[src/rtl/if_fetch_stage_if.sv]
// Instruction-memory request/acknowledge port of the fetch stage.
// The fetch stage is the master (drives req/addr); memory is the slave.
interface if_fetch_stage_if;
  logic        imem_req;
  logic [31:0] imem_addr;
  logic        imem_ack;
  logic [31:0] imem_data;

  modport master (
    output imem_req,
    output imem_addr,
    input  imem_ack,
    input  imem_data
  );

  modport slave (
    input  imem_req,
    input  imem_addr,
    output imem_ack,
    output imem_data
  );
endinterface

[src/rtl/if_fetch_stage.sv]
// Instruction-fetch stage: owns the PC, the fetch address register, a
// one-entry skid buffer and the IF/ID pipeline register. Fetches through a
// request/acknowledge memory port; honours stall and branch/jump redirect.
// States: FETCH (request outstanding), FULL (skid holds a word, no request),
// DROP (request for an abandoned address still outstanding, data discarded).
module if_fetch_stage #(
  parameter logic [31:0] RESET_PC = 32'h0000_0000,
  parameter logic [31:0] NOP_INST = 32'h0000_0000
) (
  input  logic             clk,
  input  logic             rst,          // asynchronous, active-low
  input  logic             stall,
  input  logic             redirect,
  input  logic [31:0]      redirect_pc,
  if_fetch_stage_if.master imem,
  output logic [31:0]      if_inst,
  output logic [31:0]      if_pc4,
  output logic             if_valid,
  output logic [31:0]      pc
);

  typedef enum logic [1:0] {
    FETCH = 2'd0,
    FULL  = 2'd1,
    DROP  = 2'd2
  } state_t;

  state_t      state_reg, state_next;
  logic [31:0] pc_reg, pc_next;
  logic [31:0] faddr_reg, faddr_next;
  logic [31:0] skid_inst_reg, skid_inst_next;
  logic [31:0] skid_pc4_reg, skid_pc4_next;
  logic [31:0] ifid_inst_reg, ifid_inst_next;
  logic [31:0] ifid_pc4_reg, ifid_pc4_next;
  logic        ifid_valid_reg, ifid_valid_next;
  logic [31:0] faddr_plus4;

  // Address of the word after the one currently being fetched (wraps).
  assign faddr_plus4 = faddr_reg + 32'd4;

  // Request is live in FETCH and DROP, and suppressed while reset is held.
  assign imem.imem_req  = rst && (state_reg != FULL);
  assign imem.imem_addr = faddr_reg;

  assign if_inst  = ifid_inst_reg;
  assign if_pc4   = ifid_pc4_reg;
  assign if_valid = ifid_valid_reg;
  assign pc       = pc_reg;

  // Next-state and datapath update; everything holds unless a rule fires.
  always_comb begin
    state_next      = state_reg;
    pc_next         = pc_reg;
    faddr_next      = faddr_reg;
    skid_inst_next  = skid_inst_reg;
    skid_pc4_next   = skid_pc4_reg;
    ifid_inst_next  = ifid_inst_reg;
    ifid_pc4_next   = ifid_pc4_reg;
    ifid_valid_next = ifid_valid_reg;

    case (state_reg)
      FETCH: begin
        if (redirect) begin
          // Flush wins over stall; an in-flight request must be drained.
          pc_next         = redirect_pc;
          ifid_inst_next  = NOP_INST;
          ifid_valid_next = 1'b0;
          if (imem.imem_ack) begin
            faddr_next = redirect_pc;
          end else begin
            state_next = DROP;
          end
        end else if (imem.imem_ack) begin
          pc_next    = faddr_plus4;
          faddr_next = faddr_plus4;
          if (stall) begin
            // Decode cannot take it: park the word and pause fetching.
            skid_inst_next = imem.imem_data;
            skid_pc4_next  = faddr_plus4;
            state_next     = FULL;
          end else begin
            ifid_inst_next  = imem.imem_data;
            ifid_pc4_next   = faddr_plus4;
            ifid_valid_next = 1'b1;
          end
        end else if (!stall) begin
          ifid_inst_next  = NOP_INST;
          ifid_valid_next = 1'b0;
        end
      end

      FULL: begin
        if (redirect) begin
          // No request is outstanding here, so the new target is fetched next.
          pc_next         = redirect_pc;
          faddr_next      = redirect_pc;
          ifid_inst_next  = NOP_INST;
          ifid_valid_next = 1'b0;
          state_next      = FETCH;
        end else if (!stall) begin
          ifid_inst_next  = skid_inst_reg;
          ifid_pc4_next   = skid_pc4_reg;
          ifid_valid_next = 1'b1;
          state_next      = FETCH;
        end
      end

      DROP: begin
        // Returning data belongs to an abandoned address and is ignored.
        if (redirect) begin
          pc_next = redirect_pc;
        end
        if (imem.imem_ack) begin
          faddr_next = redirect ? redirect_pc : pc_reg;
          state_next = FETCH;
        end
        if (redirect || !stall) begin
          ifid_inst_next  = NOP_INST;
          ifid_valid_next = 1'b0;
        end
      end

      default: begin
        state_next = FETCH;
      end
    endcase
  end

  // State and pipeline registers with asynchronous active-low reset.
  always_ff @(posedge clk or negedge rst) begin
    if (!rst) begin
      state_reg      <= FETCH;
      pc_reg         <= RESET_PC;
      faddr_reg      <= RESET_PC;
      skid_inst_reg  <= NOP_INST;
      skid_pc4_reg   <= 32'd0;
      ifid_inst_reg  <= NOP_INST;
      ifid_pc4_reg   <= 32'd0;
      ifid_valid_reg <= 1'b0;
    end else begin
      state_reg      <= state_next;
      pc_reg         <= pc_next;
      faddr_reg      <= faddr_next;
      skid_inst_reg  <= skid_inst_next;
      skid_pc4_reg   <= skid_pc4_next;
      ifid_inst_reg  <= ifid_inst_next;
      ifid_pc4_reg   <= ifid_pc4_next;
      ifid_valid_reg <= ifid_valid_next;
    end
  end

endmodule

[src/flat_wrapper.sv]
// flat-port wrapper written by rule: the top's interface ports become plain ports
module if_fetch_stage_flat 
#(
  parameter logic [31:0] RESET_PC = 32'h0000_0000,
  parameter logic [31:0] NOP_INST = 32'h0000_0000
)
  (clk, rst, stall, redirect, redirect_pc, if_inst, if_pc4, if_valid, pc, imem_imem_req, imem_imem_addr, imem_imem_ack, imem_imem_data);
  if_fetch_stage_if imem_i ();
  input  logic clk;
  input  logic rst;
  input  logic stall;
  input  logic redirect;
  input  logic [31:0] redirect_pc;
  output logic [31:0] if_inst;
  output logic [31:0] if_pc4;
  output logic if_valid;
  output logic [31:0] pc;
  output wire logic [$bits(imem_i.imem_req)-1:0] imem_imem_req;
  output wire logic [$bits(imem_i.imem_addr)-1:0] imem_imem_addr;
  input wire logic [$bits(imem_i.imem_ack)-1:0] imem_imem_ack;
  input wire logic [$bits(imem_i.imem_data)-1:0] imem_imem_data;
  assign imem_imem_req = imem_i.imem_req;
  assign imem_imem_addr = imem_i.imem_addr;
  assign imem_i.imem_ack = imem_imem_ack;
  assign imem_i.imem_data = imem_imem_data;
  if_fetch_stage #(.RESET_PC(RESET_PC), .NOP_INST(NOP_INST)) u_core (.clk(clk), .rst(rst), .stall(stall), .redirect(redirect), .redirect_pc(redirect_pc), .imem(imem_i), .if_inst(if_inst), .if_pc4(if_pc4), .if_valid(if_valid), .pc(pc));
endmodule
[config.mk]
export PLATFORM = sky130hd
export DESIGN_NAME = if_fetch_stage_flat
export DESIGN_NICKNAME = d
export VERILOG_FILES = /design/src/rtl/if_fetch_stage_if.sv /design/src/rtl/if_fetch_stage.sv /design/src/flat_wrapper.sv
export SDC_FILE = /design/constraint.sdc
export NUM_CORES = 1
export LEC_CHECK = 0
export ABC_AREA = 1
export CORE_ASPECT_RATIO = 0.75
export CORE_UTILIZATION = 57
export DETAILED_ROUTE_END_ITERATION = 8
export PLACE_DENSITY = 0.86
export SLEW_MARGIN = 20
export SYNTH_ARGS = -nofsm -noshare
export SYNTH_HDL_FRONTEND = slang
export SYNTH_SLANG_ARGS = --single-unit
[constraint.sdc]
create_clock -name clk -period 4 [get_ports clk]
set_clock_uncertainty 0.15 [all_clocks]
set_input_delay 0.8 -clock clk [delete_from_list [all_inputs] [get_ports clk]]
set_output_delay 0.8 -clock clk [all_outputs]
set_load 0.02 [all_outputs]
# ---- Yosys cells after proc, flatten, opt, wreduce, memory -nomap -nowiden
# Cells that the tools add are included.
dict set report totals {
  register_bits 195
  out_inout_bits 130
  elab_cells 80
  input_bits 69
}
dict set report classes {
  add_sub_neg 1
  bitwise_logic 1
  n_reduce_logical 15
  eq_ne 17
  mux 38
}
# op count
set ops {}
lappend ops {{32-bit two-way mux} 19}
lappend ops {{32-bit case mux with 3 select lines} 2}
lappend ops {{32-bit case mux with 2 select lines} 2}
lappend ops {{32-bit by 3-bit adder with 32-bit output (second input constant)} 1}
lappend ops {{3-bit != test (second input constant)} 5}
lappend ops {{2-bit two-way mux} 7}
lappend ops {{2-bit != test (second input constant)} 7}
lappend ops {{4-bit AND reduction} 3}
lappend ops {{1-bit two-way mux} 6}
lappend ops {{2-bit case mux with 3 select lines} 1}
lappend ops {{6-bit AND reduction} 1}
lappend ops {{5-bit AND reduction} 1}
lappend ops {{2-bit by 1-bit != test with 1-bit output (second input constant)} 2}
lappend ops {{4-bit != test (second input constant)} 1}
lappend ops {{2-bit nonzero test} 2}
lappend ops {{1-bit case mux with 3 select lines} 1}
lappend ops {{3-bit AND reduction} 1}
lappend ops {{3-bit nonzero test} 1}
lappend ops {{2-bit by 1-bit equality test with 1-bit output (second input constant)} 1}
lappend ops {{2-bit equality test (second input constant)} 1}
lappend ops {{2-bit logical NOT} 1}
lappend ops {{2-bit AND reduction} 1}
lappend ops {{2-bit OR reduction} 1}
lappend ops {{1-bit logical AND} 1}
lappend ops {{3 further kinds} 3}

# ---- Depth between registers and ports, before layout
dict set report logic_depth {
  word_depth 5
  mapped_depth 12
}

# ---- Least setup slack after synthesis
# OpenSTA, ideal clock, no wires.
dict set report synth_path {
  path_type {register to output}
  from {register u_core.state_reg[1]}
  to {output port imem_imem_req}
  path_stages_with_launch 6
  required_ps 3050
  slack_ps 1723
  t_arrival_ps 1327
  n_path_buf 2
  path_cell_list {dfrtp_1 -> inv_1 -> ha_1 -> clkbuf_1 -> clkbuf_1 -> nor2_1}
}
dict set report synth_via {
  elab_chain_len 2
}
# element line_no
set synth_lines {}
lappend synth_lines {{start, declared} if_fetch_stage.sv:28} ;# state_t state_reg, state_next;
lappend synth_lines {{start signal, assigned} if_fetch_stage.sv:141} ;# state_reg <= state_next;
lappend synth_lines {{2-bit by 1-bit != test with 1-bit output} if_fetch_stage.sv:42} ;# assign imem.imem_req = rst && (state_reg != FULL);
lappend synth_lines {{1-bit logical AND} if_fetch_stage.sv:42}
lappend synth_lines {{end, declared} flat_wrapper.sv:18} ;# output wire logic [$bits(imem_i.imem_req)-1:0] imem_imem_req;
# Every way passes these cells.

# ---- Worst setup path after layout
dict set report layout_path {
  from {register u_core.state_reg[0]}
  to {register u_core.pc_reg[9], in the netlist u_core.pc[9]}
}
dict set report layout_via {
  elab_chain_len 4
  word_cells_on_any_way 8
  cone_classes {3 x eq/ne; 1 x mux; 4 x reduce/logical}
}
# element line_no
set layout_lines {}
lappend layout_lines {{2-bit by 1-bit equality test with 1-bit output or 2-bit equality test (tied branches)} if_fetch_stage.sv:61} ;# case (state_reg)
lappend layout_lines {{2-bit OR reduction (no line)} -}
lappend layout_lines {{2-bit nonzero test (no line)} -}
lappend layout_lines {{2-bit AND reduction (no line)} -}
lappend layout_lines {{end signal, assigned} if_fetch_stage.sv:142} ;# pc_reg <= pc_next;
lappend layout_lines {{end, declared} if_fetch_stage.sv:29} ;# logic [31:0] pc_reg, pc_next;
# Several ways; a longest one is shown, not always the timed one.
# A chain may end at the register's enable or synchronous reset.

==> flow_summary.yaml <==
clocking:
  cts.htree.levels: 4
  clk_latency_ns: 0.45
  post_cts_buffers: 0
  ctsResizeCount: 0
  hold_buffers: 0
  path_clk_slew_ns: 0.08
  cts_made_buffers: 17
  cts.sinks: 195
  cts_tree: "yes"
  cts_root_buf: "clkbuf_16"
  clockBufferDepth: 2
sta:
  hold_viol: 0
  grt_setup_unrepaired: "false"
  setup_tns_ns: 0
  holdWs_ns: 0.1015
  final-setup-viol-count: 0
  fin_crit_ns: 2.906
  fmax_ghz: 0.3441
  fin_crit_sh: 0.7266
  max-slew-margin-rel: 0.4204
  worstMarginPinSlew_ns: 0.8695
  slew_violations: 0
logic_synthesis:
  synthAdderAreaFrac: 0.005969
  synthMuxAreaShare: 0
  synth_compound_area_frac: 0.1322
  ys_types: 32
  synth_cells: 1439
  yosys_warnings: 0
  synth_area_mm2: 0.01048
  synth_top_family_by_area: "simple AND/OR/NAND/NOR gates"
  synth_seq_cells: 195
  ys_seq_area_frac: 0.4656
  syn_nets: 1513
  syn_avg_cell_area_um2: 7.283
  synthSimpleGateAreaFrac: 0.2978
  synthXorXnorAreaFrac: 0.01254
power:
  swShare: 0.4758
  p_int_mw: 6.246
  power_switching_mw: 5.670
  leakage_nw: 6.316
  clkPwrFrac: 0.141
  p_seq_frac: 0.317
  irDropWorstVdd_uv: 526.8
  power.density_mw_per_mm2: 904.6
  power_mw: 11.92
  power_frac_comb: 0.542
floorplanning:
  design.portCount: 199
  die_area_mm2: 0.01894
  die_width_um: 158.6
  fp-row-count: 42
  initial_core_util: 0.5883
  die_h_um: 119.4
  coreArea_mm2: 0.01781
worst_setup_path:
  crit_arrival_ns: 3.09
  critPathLaunchType: "register"
  crit_path_max_incr_delay_ns: 0.71
  reg2regPathDepth: 9
  critPathMaxFanout: 28
  cpLargestDelayFamily: "buffers and inverters"
  path_buf_inv: 4
  slowest_stage: "ha_2"
  critical_path_class: "register to register"
  reg2reg_to: "u_core.pc[9]"
  crit_top_cell: "inv_1"
  crit_chain: "inv_1 -> ha_2 -> clkinv_1 -> nand2_2 -> inv_1 -> nand2_1 -> nand4_1 -> o21ai_0 -> inv_1"
  worstPathRequired_ns: 4.19
  critPathCaptureType: "register"
  rrSetupSlack_ns: 1.09
  r2r-start: "u_core.state_reg[0]"
routing:
  drc: 0
  drt-wirelength-per-cell_um: 17.70
  vias_per_cell: 5.740
  first_iter_violations: 1384
  drtAntennaViolNets: 0
  vias: 10590
  wl_mm: 32.66
  dr.pass1.iters: 6
global_route:
  grt_first_pass_wirelength_mm: 51.41
  overflow: 0
  antenna_found_initial: 0
  track_usage: 0.3583
  grt_max_degree: 71
  grt_pass1_vias: 9751
placed_design:
  dpl.hpwl_mm: 22.68
  buffer_ports.inserted: 198
  gp_congestion: 0.9629
final_layout:
  syn2layout_area_growth_pct: 25.69
  final_nets: 1664
  antenna_cells: 0
  drive_above_1_share: 0.05614
  fillers: 1327
  final_common_cell: "nand2_1"
  layout_common_cells: "nand2_1 (453), clkdlybuf4s50_1 (196), dfrtp_1 (195), nand3_1 (162), inv_1 (130)"
status:
  outcome: "finished clean"
job:
  drv_cap: 0
min_path:
  hold_path.class: "input port to async pin"
## cells by family (layout without fill, tap and decap cells)
group           Yosys count  after routing
flops                   195            195
simple gates            747            747
xor+xnor                 15             15
fa+ha+maj                 5              5
compound gates          253            253
buf+inv                 224            388
## layer usage
metal,wire (µm),track usage,share of wire
met5,0,0,0
met4,827,0.1136,0.025
met3,3980,0.1074,0.12
met2,13760,0.5025,0.42
met1,14090,0.5274,0.43
## worst register-to-register path, stage by stage, from the launching register on
cell      delay [ns]
dfrtp_1         0.39
inv_1           0.10
ha_2            0.71
clkinv_1        0.21
nand2_2         0.24
inv_1           0.42
nand2_1         0.31
nand4_1         0.12
o21ai_0         0.10
inv_1           0.06
## per-stage QoR
step | utilization | setup WS, ns | instances | cell area, µm²
floorplan | - | 1.723 | 1439 | 10480
global placement | 0.7051 | 0.9523 | 1812 | 12560
detailed placement | 0.7051 | 0.8654 | 1812 | 12560
CTS | 0.7379 | 1.122 | 1844 | 13150
global route | 0.7394 | 0.8722 | 1845 | 13170
finish | 0.7394 | 1.094 | 1845 | 13170
## Yosys cell counts
cell | n | area share
buf_1 | 3 | 0.0011
xor2_1 | 12 | 0.010
or2_2 | 11 | 0.0066
ha_1 | 5 | 0.0060
a21oi_1 | 79 | 0.038
nor2_4 | 4 | 0.0043
inv_2 | 4 | 0.0014
clkbuf_1 | 46 | 0.016
buf_4 | 5 | 0.0036
o21ai_0 | 86 | 0.041
nor3_1 | 1 | 0.00048
nor3_4 | 1 | 0.0016
xnor2_1 | 3 | 0.0025
nor2_1 | 97 | 0.035
nand3_1 | 162 | 0.077
o22ai_1 | 9 | 0.0054
o21bai_1 | 2 | 0.0014
inv_1 | 131 | 0.047
nand2_2 | 4 | 0.0024
o22a_1 | 1 | 0.00084
nand4_1 | 5 | 0.0030
clkinv_1 | 2 | 0.00072
nor2_2 | 4 | 0.0024
nand2_1 | 454 | 0.16
buf_2 | 33 | 0.016
dfrtp_1 | 195 | 0.47
and2_1 | 4 | 0.0024
a22oi_1 | 2 | 0.0014
o211ai_1 | 2 | 0.0014
o221ai_1 | 2 | 0.0017
a31oi_1 | 65 | 0.039
o21ai_1 | 5 | 0.0024
## final cells by class
cell class / count / area (µm²) / share of cell area
flip-flops and latches: 195 / 4880 / 0.3704
multi-input cells: 1020 / 4721 / 0.3584
repair buffers: 219 / 2171 / 0.1648
inverters: 137 / 514.2 / 0.03904
clock buffers: 18 / 439.2 / 0.03334
well taps: 242 / 302.8 / 0.02299
clock inverters: 14 / 145.1 / 0.01102
## power by group through the flow
stage          clock network [mW]  registers, mW  logic [mW]
2_1_floorplan                   0           4.28        3.17
3_3_place_gp                    0           3.76        6.11
3_5_place_dp                    0           3.77        6.26
4_1_cts                      1.70           3.75        6.32
5_1_grt                      1.77           3.87        7.05
6_report                     1.68           3.78        6.45
## worst max-delay path by stage
stage                              startpoint                        end  slack, ns  cells past startpoint
after CTS                 u_core.state_reg[1]              imem_imem_req       1.12                      4
after floorplan           u_core.state_reg[1]              imem_imem_req       1.72                      5
after detailed placement             redirect           u_core.if_pc4[3]       0.87                      7
final                     u_core.state_reg[0]               u_core.pc[9]       1.09                      9
after global placement          imem_imem_ack  u_core.imem.imem_addr[23]       0.95                     10
after global routing      u_core.state_reg[0]               u_core.pc[9]       0.87                      9
(Power assumes the default switching activity.)
